==> src/rtl/di_arbiter.sv <==
// rtl/di_arbiter.sv - two-master round-robin arbiter for the device-interface register bus
// Optional stalled-owner watchdog is enabled by defining DI_ARB_WATCHDOG_EN.
module di_arbiter #(
  parameter int unsigned HOLD_TIMEOUT = 1024
) (
  input  logic        if_clock,
  input  logic        resetb,
  input  logic        a_req,
  input  logic        b_req,
  output logic        a_gnt,
  output logic        b_gnt,
  input  logic [15:0] a_ep_addr,
  input  logic [15:0] b_ep_addr,
  input  logic [15:0] a_reg_addr,
  input  logic [15:0] b_reg_addr,
  input  logic [15:0] a_data,
  input  logic [15:0] b_data,
  input  logic        a_write,
  input  logic        a_read,
  input  logic        a_reset,
  input  logic        b_write,
  input  logic        b_read,
  input  logic        b_reset,
  output logic        a_rd_ready,
  output logic        a_wr_ready,
  output logic        b_rd_ready,
  output logic        b_wr_ready,
  output logic [15:0] rd_data,
  output logic [15:0] diEpAddr,
  output logic [15:0] diRegAddr,
  output logic [15:0] diRegDataIn,
  output logic        diWrite,
  output logic        diRead,
  output logic        diReset,
  input  logic [15:0] diRegDataOut,
  input  logic        rd_ready,
  input  logic        wr_ready,
  output logic [1:0]  arb_owner,
  output logic        arb_timeout,
  input  logic        arb_timeout_clr
);

  typedef enum logic [1:0] {IDLE, OWN_A, OWN_B, HANDOVER} state_t;

  state_t      state_q;
  logic        last_b_q;
  logic        a_gnt_q;
  logic        b_gnt_q;
  logic [1:0]  owner_q;
  logic        a_ok;
  logic        b_ok;
  logic        a_strobe;
  logic        b_strobe;

  assign a_strobe = a_write | a_read | a_reset;
  assign b_strobe = b_write | b_read | b_reset;

`ifdef DI_ARB_WATCHDOG_EN
  localparam logic [15:0] WD_MAX = 16'(HOLD_TIMEOUT - 1);

  logic [15:0] cnt_q;
  logic        timeout_q;
  logic        starved_a_q;
  logic        starved_b_q;

  // A master revoked by the watchdog must drop its request before it can win again.
  assign a_ok = a_req & ~starved_a_q;
  assign b_ok = b_req & ~starved_b_q;
  assign arb_timeout = timeout_q;

  always_ff @(posedge if_clock) begin
    if (!resetb) begin
      state_q     <= IDLE;
      last_b_q    <= 1'b1;
      a_gnt_q     <= 1'b0;
      b_gnt_q     <= 1'b0;
      owner_q     <= 2'b00;
      cnt_q       <= 16'd0;
      timeout_q   <= 1'b0;
      starved_a_q <= 1'b0;
      starved_b_q <= 1'b0;
    end else begin
      if (arb_timeout_clr) timeout_q <= 1'b0;
      if (!a_req) starved_a_q <= 1'b0;
      if (!b_req) starved_b_q <= 1'b0;
      case (state_q)
        IDLE: begin
          cnt_q <= 16'd0;
          if (a_ok && (!b_ok || last_b_q)) begin
            state_q <= OWN_A;
            a_gnt_q <= 1'b1;
            owner_q <= 2'b01;
          end else if (b_ok) begin
            state_q <= OWN_B;
            b_gnt_q <= 1'b1;
            owner_q <= 2'b10;
          end
        end
        OWN_A: begin
          if (!a_req || (cnt_q == WD_MAX && b_req)) begin
            state_q  <= HANDOVER;
            a_gnt_q  <= 1'b0;
            owner_q  <= 2'b00;
            last_b_q <= 1'b0;
            if (a_req) begin
              starved_a_q <= 1'b1;
              timeout_q   <= 1'b1;
            end
          end else if (a_strobe) begin
            cnt_q <= 16'd0;
          end else if (cnt_q != WD_MAX) begin
            cnt_q <= cnt_q + 16'd1;
          end
        end
        OWN_B: begin
          if (!b_req || (cnt_q == WD_MAX && a_req)) begin
            state_q  <= HANDOVER;
            b_gnt_q  <= 1'b0;
            owner_q  <= 2'b00;
            last_b_q <= 1'b1;
            if (b_req) begin
              starved_b_q <= 1'b1;
              timeout_q   <= 1'b1;
            end
          end else if (b_strobe) begin
            cnt_q <= 16'd0;
          end else if (cnt_q != WD_MAX) begin
            cnt_q <= cnt_q + 16'd1;
          end
        end
        default: state_q <= IDLE;
      endcase
    end
  end
`else
  localparam logic [15:0] HOLD_W = 16'(HOLD_TIMEOUT);

  logic unused_cfg;

  assign unused_cfg  = ^{arb_timeout_clr, HOLD_W};
  assign a_ok        = a_req;
  assign b_ok        = b_req;
  assign arb_timeout = 1'b0;

  always_ff @(posedge if_clock) begin
    if (!resetb) begin
      state_q  <= IDLE;
      last_b_q <= 1'b1;
      a_gnt_q  <= 1'b0;
      b_gnt_q  <= 1'b0;
      owner_q  <= 2'b00;
    end else begin
      case (state_q)
        IDLE: begin
          if (a_ok && (!b_ok || last_b_q)) begin
            state_q <= OWN_A;
            a_gnt_q <= 1'b1;
            owner_q <= 2'b01;
          end else if (b_ok) begin
            state_q <= OWN_B;
            b_gnt_q <= 1'b1;
            owner_q <= 2'b10;
          end
        end
        OWN_A: begin
          if (!a_req) begin
            state_q  <= HANDOVER;
            a_gnt_q  <= 1'b0;
            owner_q  <= 2'b00;
            last_b_q <= 1'b0;
          end
        end
        OWN_B: begin
          if (!b_req) begin
            state_q  <= HANDOVER;
            b_gnt_q  <= 1'b0;
            owner_q  <= 2'b00;
            last_b_q <= 1'b1;
          end
        end
        default: state_q <= IDLE;
      endcase
    end
  end
`endif

  assign a_gnt      = a_gnt_q;
  assign b_gnt      = b_gnt_q;
  assign arb_owner  = owner_q;
  assign a_rd_ready = rd_ready & a_gnt_q;
  assign a_wr_ready = wr_ready & a_gnt_q;
  assign b_rd_ready = rd_ready & b_gnt_q;
  assign b_wr_ready = wr_ready & b_gnt_q;
  assign rd_data    = diRegDataOut;

  // Non-granted strobes fall through to zero here; nothing is queued.
  always_comb begin
    diEpAddr    = 16'd0;
    diRegAddr   = 16'd0;
    diRegDataIn = 16'd0;
    diWrite     = 1'b0;
    diRead      = 1'b0;
    diReset     = 1'b0;
    if (a_gnt_q) begin
      diEpAddr    = a_ep_addr;
      diRegAddr   = a_reg_addr;
      diRegDataIn = a_data;
      diWrite     = a_write;
      diRead      = a_read;
      diReset     = a_reset;
    end else if (b_gnt_q) begin
      diEpAddr    = b_ep_addr;
      diRegAddr   = b_reg_addr;
      diRegDataIn = b_data;
      diWrite     = b_write;
      diRead      = b_read;
      diReset     = b_reset;
    end
  end

endmodule

==> config.mk <==
export PLATFORM = sky130hd
export DESIGN_NAME = di_arbiter
export DESIGN_NICKNAME = d
export VERILOG_FILES = /design/src/rtl/di_arbiter.sv
export SDC_FILE = /design/constraint.sdc
export NUM_CORES = 1
export LEC_CHECK = 0
export ABC_AREA = 1
export BUFFER_PORTS_ARGS = -buffer_cell sky130_fd_sc_hd__buf_2
export CORE_AREA = 2 2 77 79
export DETAILED_ROUTE_END_ITERATION = 7
export DIE_AREA = 0 0 79 81
export PLACE_DENSITY = 0.74
export SYNTH_ARGS = -nofsm -noshare
export SYNTH_HDL_FRONTEND = slang
export SYNTH_SLANG_ARGS = --single-unit
==> constraint.sdc <==
create_clock -name if_clock -period 1.61 [get_ports if_clock]
set_input_delay 0.0805 -clock if_clock [delete_from_list [all_inputs] [get_ports if_clock]]
set_output_delay 0.0805 -clock if_clock [all_outputs]
set_load 0.05 [all_outputs]
==> run_results.csv, run 1 <==
group,metric,value,unit
final_layout,multi_input_area,951,sq um
global_routing,track_usage,14.0,%
sta,layout_worst_path_cycle_share,87.0,%
status,status,"finished, final reports clean",
sta,fin_skew,3.74,ps
clocking,cts_buffers,3,
synthesis,async_flop_share,0,%
synthesis,synth.area.top_cells,"nand2_1, nand3_1, dfxtp_1",
global_routing,use_met2,28.5,%
synthesis,ys_warn_count,0,
route,wl_per_cell,10.8,microns
pwr,p_seq_share,6.0,%
floorplan,rows,28,
final_layout,fillers,641,
synthesis,synth_enable_flop_cells,0,
worst_setup_path,reg2reg_setup_slack,250,ps
sta,slew_viol_final,0,
pwr,p_int,1.50,mW
floorplan,die_y,81,microns
route,vias,2125,
synthesis,ys_top_cells_by_count,"nand2_1, nand3_1, buf_4, inv_1, buf_2",
final_layout,seq_area,143,sq um
worst_setup_path,start_kind,"flop",
sta,hold_ws,83.5,ps
global_routing,grt_pass1_vias,1688,
final_layout,fin_util,38.4,%
pwr,peakVddDrop,0.00132,V
global_routing,antenna_found_initial,0,
floorplan,start_util,23.9,%
worst_setup_path,cp.arrival,1320,ps
final_layout,drive_gt1_share,44.3,%
synthesis,synth-main-ff-cell,"dfxtp_1",
pwr,power_switching,3.65,mW
clocking,ctsResizeCount,0,
place,dp_cells,482,
sta,fin_crit,1400,ps
pwr,pwr-share-comb,89.0,%
final_layout,layout.nets,543,
global_routing,busiest_layer,"met2",
route,viasPerCell,4.37,
floorplan,dieArea,0.00640,sq mm
global_routing,met3_usage,2.44,%
route,drt_iter0_drc,62,
worst_setup_path,critical_path_class,"reg2out",
clocking,cts.path.max_buffers,2,
clocking,clk_pin_slew,40,ps
sta,finalHoldViolations,0,
place,place.gp.congestion,0.875,
synthesis,synth_area,0.00136,sq mm
final_layout,area_growth,61.0,%
sta,max_freq,0.714,GHz
worst_setup_path,crit_start,"b_gnt$_SDFFE_PN0P_",
clocking,cts_tree,"done",
global_routing,globalRouteOverflowTotal,0,
final_layout,stdcell_count,486,
synthesis,yosysTopAreaCell,"nand2_1",
synthesis,yosysMostFrequentCell,"nand2_1",
global_routing,grt_pass1_wl,7.36,mm
global_routing,use_met1,15.2,%
pwr,power_density,2360,mW/mm^2
sta,rsz0062_at_grt,"false",
clocking,cts_setup_buffers,0,
synthesis,yosysSeqAreaShare,10.3,%
route,routed_wl,5.26,mm
synthesis,ys_ff_latch,7,
final_layout,diodes,0,
worst_setup_path,cp_max_fo,28,
clocking,cts_root_buf,"clkbuf_8",
route,drc_errors,0,
synthesis,avgSynthCellArea,5.02,sq um
floorplan,die_x,79,microns
worst_setup_path,worstPathRequired,1530,ps
synthesis,synthCells,270,
synthesis,synthesis.nets,401,
place,dp_hpwl,4.12,mm
route,antenna_left,0,
floorplan,coreArea,0.00568,sq mm
floorplan,boundaryPins,201,
synthesis,netlist.area_leader.share,36.0,%
worst_setup_path,r2r_start,"state_q[0]$_SDFFE_PN0P_",
pwr,switching_share,70.9,%
sta,fin_tns_setup,0,ps
clocking,cts_max_level,1,
min_path,hold_class,"in2reg",
route,first_pass_iters,4,
place,port_buffers,166,
min_path,hp-start,"resetb",
worst_setup_path,cp-end-kind,"output port",
pwr,leakagePower,1.51,nW
clocking,postCtsHoldBufs,0,
pwr,clockPowerShare,5.0,%
clocking,insertion_delay,230,ps
synthesis,yosys.cell_types.count,15,
sta,setup_viol,0,
run,drv_cap,0,
clocking,cts_num_sinks,7,
global_routing,grt_max_degree,57,
layout make-up:
cell class                 count  area share, %
clock buffer                   4           2.06
timing repair buffer         171           40.9
inverter                      15           2.58
multi-input combinational    214           43.6
sequential                     7           6.54
tap                           75           4.30
kinds of logic after synthesis:
kind of cell	share of synthesized area [%]
compound gates	1.48
fa+ha+maj	5.54
buf+inv	19.5
flops	10.3
other cells	0.277
simple gates	62.9
placed cells by master, fill, tap and decap left out, drive strengths merged:
cell / n
clkbuf: 4
clkinv: 1
inv: 14
nand3: 57
ha: 6
a21oi: 4
nand2: 134
nand3b: 1
nor2: 11
dfxtp: 7
conb: 1
buf: 171
per-stage QoR:
stage	worst slack, ps	total power [mW]	area (sq um)
global route	72.0	5.53	2180
global placement	285	4.86	2140
detailed placement	254	4.92	2140
floorplan	42.0	3.98	1360
CTS	203	5.19	2180
finish	210	5.15	2180
worst paths after layout:
check	cells after the start	end
worst max-delay path	4	diEpAddr[10]
worst min-delay path	2	last_b_q$_SDFFE_PN1P_
worst max register to register	7	arb_owner[0]$_SDFFE_PN0P_
worst min register to register	2	last_b_q$_SDFFE_PN1P_
state kept, by name, indices dropped and copies added (netlist names):
signal and flops:
state_q 2, b_gnt 1, arb_owner 2, a_gnt 1, last_b_q 1
power by group through the flow:
stage	registers [mW]	logic [mW]	clock network (mW)
floorplan	0.450	3.53	0
finish	0.310	4.59	0.256
detailed placement	0.314	4.61	0
CTS	0.312	4.62	0.263
global route	0.322	4.94	0.273
global placement	0.312	4.55	0
routing by layer:
layer	wire length [microns]	part of all wire, %
met4	29	0.55
met1	2050	39
met2	2740	52
met3	433	8.2
met5	0	0
worst max-delay path, cell delays in order, from the launching register on:
cell,delay [ps]
dfxtp_2,320
buf_4,290
nand3_1,140
nand2_1,70
buf_2,250
Power figures use the tool's default switching activity.
==> inputs of run 2 (changes only) <==
ABC_AREA = not set   (was 1)
CORE_AREA = 2 2 79 81   (was 2 2 77 79)
DIE_AREA = 0 0 81 83   (was 0 0 79 81)
PLACE_DENSITY = 0.67   (was 0.74)
==> run_results.csv, run 2 <==
group,metric,value,unit
synthesis,netlist.area_leader.share,41.0,%
floorplan,coreArea,0.00582,sq mm
clocking,cts_num_sinks,7,
clocking,clk_pin_slew,40,ps
sta,fin_skew,3.37,ps
global_routing,antenna_found_initial,0,
pwr,pwr-share-comb,87.8,%
floorplan,boundaryPins,201,
synthesis,synth_compound_area_share,50.3,%
synthesis,synthCells,136,
route,vias,1622,
synthesis,yosysTopAreaCell,"a22o_1",
place,port_buffers,166,
floorplan,dieArea,0.00672,sq mm
synthesis,yosys.cell_types.count,32,
global_routing,grt_max_degree,30,
synthesis,synth_area,0.00113,sq mm
floorplan,start_util,19.4,%
pwr,power_density,2290,mW/mm^2
synthesis,synth.mux.area_fraction,0.885,%
synthesis,ys_ff_latch,7,
worst_setup_path,worstPathRequired,1720,ps
worst_setup_path,r2r_start,"state_q[1]$_SDFFE_PN0P_",
synthesis,synth_top_family_by_area,"compound AO/OA/AOI/OAI gates",
route,first_pass_iters,4,
synthesis,ys_top_cells_by_count,"a22o_1, buf_4, buf_2, dfxtp_1, ha_1",
min_path,hp-start,"resetb",
clocking,cts_max_level,1,
worst_setup_path,critical_path_class,"reg2reg",
worst_setup_path,crit_start,"state_q[1]$_SDFFE_PN0P_",
final_layout,diodes,0,
global_routing,globalRouteOverflowTotal,0,
route,wl_per_cell,12.9,microns
synthesis,avgSynthCellArea,8.32,sq um
final_layout,final_cell_mix,"buf_2, a22o_2, buf_4",
synthesis,yosysSeqAreaShare,12.4,%
synthesis,ys_warn_count,0,
sta,fin_tns_setup,0,ps
pwr,p_int,1.75,mW
synthesis,synth_enable_flop_cells,0,
final_layout,drive_gt1_share,84.5,%
final_layout,area_growth,85.8,%
clocking,cts_buffers,3,
sta,layout_worst_path_cycle_share,96.3,%
floorplan,die_x,81,microns
worst_setup_path,cp-end-kind,"flop",
pwr,switching_share,63.7,%
sta,finalHoldViolations,0,
worst_setup_path,cp_max_fo,4,
global_routing,track_usage,11.9,%
sta,fin_ws,59.1,ps
route,antenna_left,0,
status,status,"finished, final reports clean",
pwr,p_seq_share,7.0,%
place,pre_cts_ws,6.43,ps
global_routing,grt_pass1_vias,1465,
floorplan,die_y,83,microns
final_layout,layout.nets,415,
worst_setup_path,cp.arrival,1660,ps
clocking,insertion_delay,230,ps
final_layout,fin_util,36.1,%
clocking,cts_tree,"done",
synthesis,synth_fa_ha_area_share,6.64,%
final_layout,layout_commonest_cell,"buf_2",
pwr,leakagePower,1.20,nW
final_layout,stdcell_count,358,
min_path,hold_class,"in2reg",
place,place.gp.congestion,0.831,
pwr,clockPowerShare,5.2,%
clocking,postCtsHoldBufs,0,
pwr,peakVddDrop,0.00125,V
sta,max_freq,0.645,GHz
synthesis,synth.area.top_cells,"a22o_1, dfxtp_1, buf_4",
route,viasPerCell,4.53,
synthesis,synth-main-ff-cell,"dfxtp_1",
place,dp_hpwl,3.72,mm
sta,slew_viol_final,0,
run,drv_cap,0,
sta,hold_ws,100,ps
synthesis,async_flop_share,0,%
synthesis,synthesis.nets,267,
sta,fin_crit,1550,ps
pwr,power_switching,3.06,mW
place,dp_cells,353,
route,routed_wl,4.62,mm
route,drc_errors,0,
global_routing,grt_pass1_wl,6.53,mm
sta,setup_viol,0,
floorplan,rows,28,
synthesis,yosysMostFrequentCell,"a22o_1",
clocking,cts.path.max_buffers,2,
clocking,cts_root_buf,"clkbuf_8",
worst_setup_path,start_kind,"flop",
synthesis,synth_simple_gate_area_share,12.4,%
synthesis,synth-xor-area-share,0,%
route,drt_iter0_drc,27,
run 2: changes by cell type after synthesis, sizes merged, moves of 5 or more:
cell	delta
nand3	-56
nand2	-133
buf	-5
inv	-12
nor2	-9
a22o	+53
run 2: path summary, 6_finish.rpt:
| path | endpoint | slack [ps] | depth (start not counted) |
|---|---|---|---|
| setup / recovery | state_q[0]$_SDFFE_PN0P_ | 60 | 6 |
| hold / removal | last_b_q$_SDFFE_PN1P_ | 100 | 2 |
| setup reg to reg | state_q[0]$_SDFFE_PN0P_ | 60 | 6 |
| hold reg to reg | state_q[1]$_SDFFE_PN0P_ | 490 | 2 |
run 2: critical path, cell delays in order (launching register included):
cell and delay (ps):
dfxtp_4 350, buf_4 150, ha_4 150, a22o_1 240, or2_1 290, a22oi_2 200
nor2b_1 60
run 2: metrics by stage:
step                area [sq um]  total power, mW
global route                2100             5.10
global placement            2010             4.42
finish                      2100             4.81
floorplan                   1190             3.67
CTS                         2060             4.73
detailed placement          2010             4.46
run 2: repair_timing:
action,4_1_cts,5_1_grt
endpoints found under the setup margin,1,2
resized for setup,2,9
setup buffers,0,1
pin swaps,0,2
run 2: power by group through the flow:
stage          combinational [mW]  clock [mW]  sequential, mW
6_report                     4.22       0.250           0.338
4_1_cts                      4.16       0.255           0.320
3_5_place_dp                 4.15           0           0.318
2_1_floorplan                3.25           0           0.425
3_3_place_gp                 4.11           0           0.313
5_1_grt                      4.47       0.266           0.355
run 2: cell type report:
class	count	area, sq um
Fill cell	597	3710
Tap cell	75	93.8
Clock buffer	4	45.0
Multi-Input combinational cell	97	898
Inverter	2	7.51
Sequential cell	7	149
Timing Repair Buffer	173	908
run 2: cell families (layout without fill, tap and decap cells):
group,Yosys count,in the layout
AO/OA/AOI/OAI,69,69
multiplexers,1,1
other,1,1
adder cells (fa/ha/maj),6,6
flip-flops,7,7
AND/OR/NAND/NOR,20,20
buffers and inverters,32,179
run 2: metal layers:
metal	part of all wire, %	vias to the layer above	GRT usage, %
li1	-	808	-
met1	38	708	13.1
met2	51	102	23.7
met3	10	4	2.17
met4	0.65	0	0.616
met5	0	-	0
==> inputs of run 3 (changes only) <==
CORE_AREA = 4 4 76 78   (was 2 2 79 81)
DIE_AREA = 0 0 80 82   (was 0 0 81 83)
PLACE_DENSITY = 0.74   (was 0.67)
==> run_results.csv, run 3 (synthesis results as in run 2) <==
group,metric,value,unit
status,status,"finished, final reports clean",
global_routing,grt_pass1_vias,1460,
route,drc_errors,0,
final_layout,drive_gt1_share,83.7,%
sta,layout_worst_path_cycle_share,93.8,%
floorplan,start_util,22.3,%
sta,fin_ws,99.6,ps
final_layout,seq_area,146,sq um
global_routing,met3_usage,8.55,%
final_layout,diodes,0,
clocking,cts_num_sinks,7,
sta,max_freq,0.662,GHz
global_routing,track_usage,12.7,%
final_layout,final_cell_area,0.00212,sq mm
route,first_pass_iters,4,
final_layout,final_cell_mix,"buf_2, a22o_2, clkbuf_4",
route,wl_per_cell,14.6,microns
global_routing,busiest_layer,"met2",
pwr,power_density,2270,mW/mm^2
global_routing,use_met1,12.7,%
clocking,clk_pin_slew,40,ps
global_routing,grt_pass1_wl,6.70,mm
route,antenna_left,0,
run,drv_cap,0,
floorplan,die_y,82,microns
worst_setup_path,start_kind,"flop",
clocking,cts.path.max_buffers,2,
final_layout,layout.nets,414,
sta,fin_crit,1510,ps
clocking,postCtsHoldBufs,0,
final_layout,layout_commonest_cell,"buf_2",
place,port_buffers,166,
pwr,leakagePower,1.18,nW
sta,setup_viol,0,
clocking,cts_buffers,3,
floorplan,die_x,80,microns
worst_setup_path,worstPathRequired,1730,ps
place,dpl_cell_area,0.00199,sq mm
route,routed_wl,5.13,mm
clocking,cts_root_buf,"clkbuf_8",
sta,slew_viol_final,0,
route,drt_iter0_drc,18,
sta,finalHoldViolations,0,
global_routing,grt_max_degree,30,
floorplan,dieArea,0.00656,sq mm
worst_setup_path,critical_path_class,"reg2reg",
clocking,cts_max_level,1,
sta,fin_skew,3.14,ps
final_layout,fin_util,41.8,%
clocking,cts_tree,"done",
worst_setup_path,cp.arrival,1630,ps
place,pre_cts_ws,24.7,ps
worst_setup_path,reg2reg_setup_slack,100,ps
final_layout,multi_input_area,883,sq um
route,viasPerCell,4.64,
final_layout,area_growth,87.4,%
route,vias,1633,
place,dp_hpwl,4.26,mm
worst_setup_path,cp_max_fo,4,
final_layout,fillers,503,
clocking,insertion_delay,230,ps
floorplan,rows,26,
floorplan,boundaryPins,201,
pwr,fin_total_pwr,4.81,mW
pwr,peakVddDrop,0.00105,V
min_path,hold_class,"in2reg",
global_routing,use_met2,22.3,%
place,place.gp.congestion,0.857,
floorplan,coreArea,0.00507,sq mm
global_routing,antenna_found_initial,0,
global_routing,globalRouteOverflowTotal,0,
worst_setup_path,cp-end-kind,"flop",
-- run 3: power breakdown --
part           switching (mW)  total [mW]  internal, mW  leakage [nW]
Clock                  0.0715       0.242         0.171        0.0228
Combinational            2.88        4.25          1.36          1.10
Sequential             0.0672       0.322         0.255        0.0591
Total                    3.02        4.81          1.79          1.18
-- run 3: worst paths after layout --
kind,from,end,cells after the start
setup / recovery,state_q[1]$_SDFFE_PN0P_,arb_owner[1]$_SDFFE_PN0P_,6
hold / removal,resetb,last_b_q$_SDFFE_PN1P_,2
setup reg to reg,state_q[1]$_SDFFE_PN0P_,arb_owner[1]$_SDFFE_PN0P_,6
hold reg to reg,arb_owner[0]$_SDFFE_PN0P_,arb_owner[0]$_SDFFE_PN0P_,2
-- run 3: critical path, stage by stage (launching register included) --
cell	delay, ps
dfxtp_2	330
inv_1	90
ha_4	180
a22o_1	280
nor3_4	260
mux2i_1	210
nor2b_1	60
-- run 3: metrics by stage --
step                instances  hold WS (ps)  TNS [ps]
finish                    352           102         0
global route              352           121     -19.9
CTS                       351          91.4         0
detailed placement        347           161         0
global placement          347           161         0
floorplan                 136           157         0
-- run 3: metal layers --
| layer | vias to the layer above | part of all wire [%] |
|---|---|---|
| li1 | 810 | - |
| met1 | 721 | 34 |
| met2 | 102 | 48 |
| met3 | 0 | 17 |
| met4 | 0 | 0 |
| met5 | - | 0 |
-- run 3: repair_timing --
| action | in CTS | in global routing |
|---|---|---|
| resized for setup | 1 | 30 |
| setup buffers | 0 | 1 |
| endpoints found under the setup margin | 22 | 28 |
| pin swaps | 0 | 3 |
-- run 3: area by class of cell --
cell class | count | area share (%)
multi-input combinational | 97 | 41.7
inverter | 2 | 0.354
clock buffer | 4 | 2.13
tap | 70 | 4.13
timing repair buffer | 172 | 44.8
sequential | 7 | 6.91
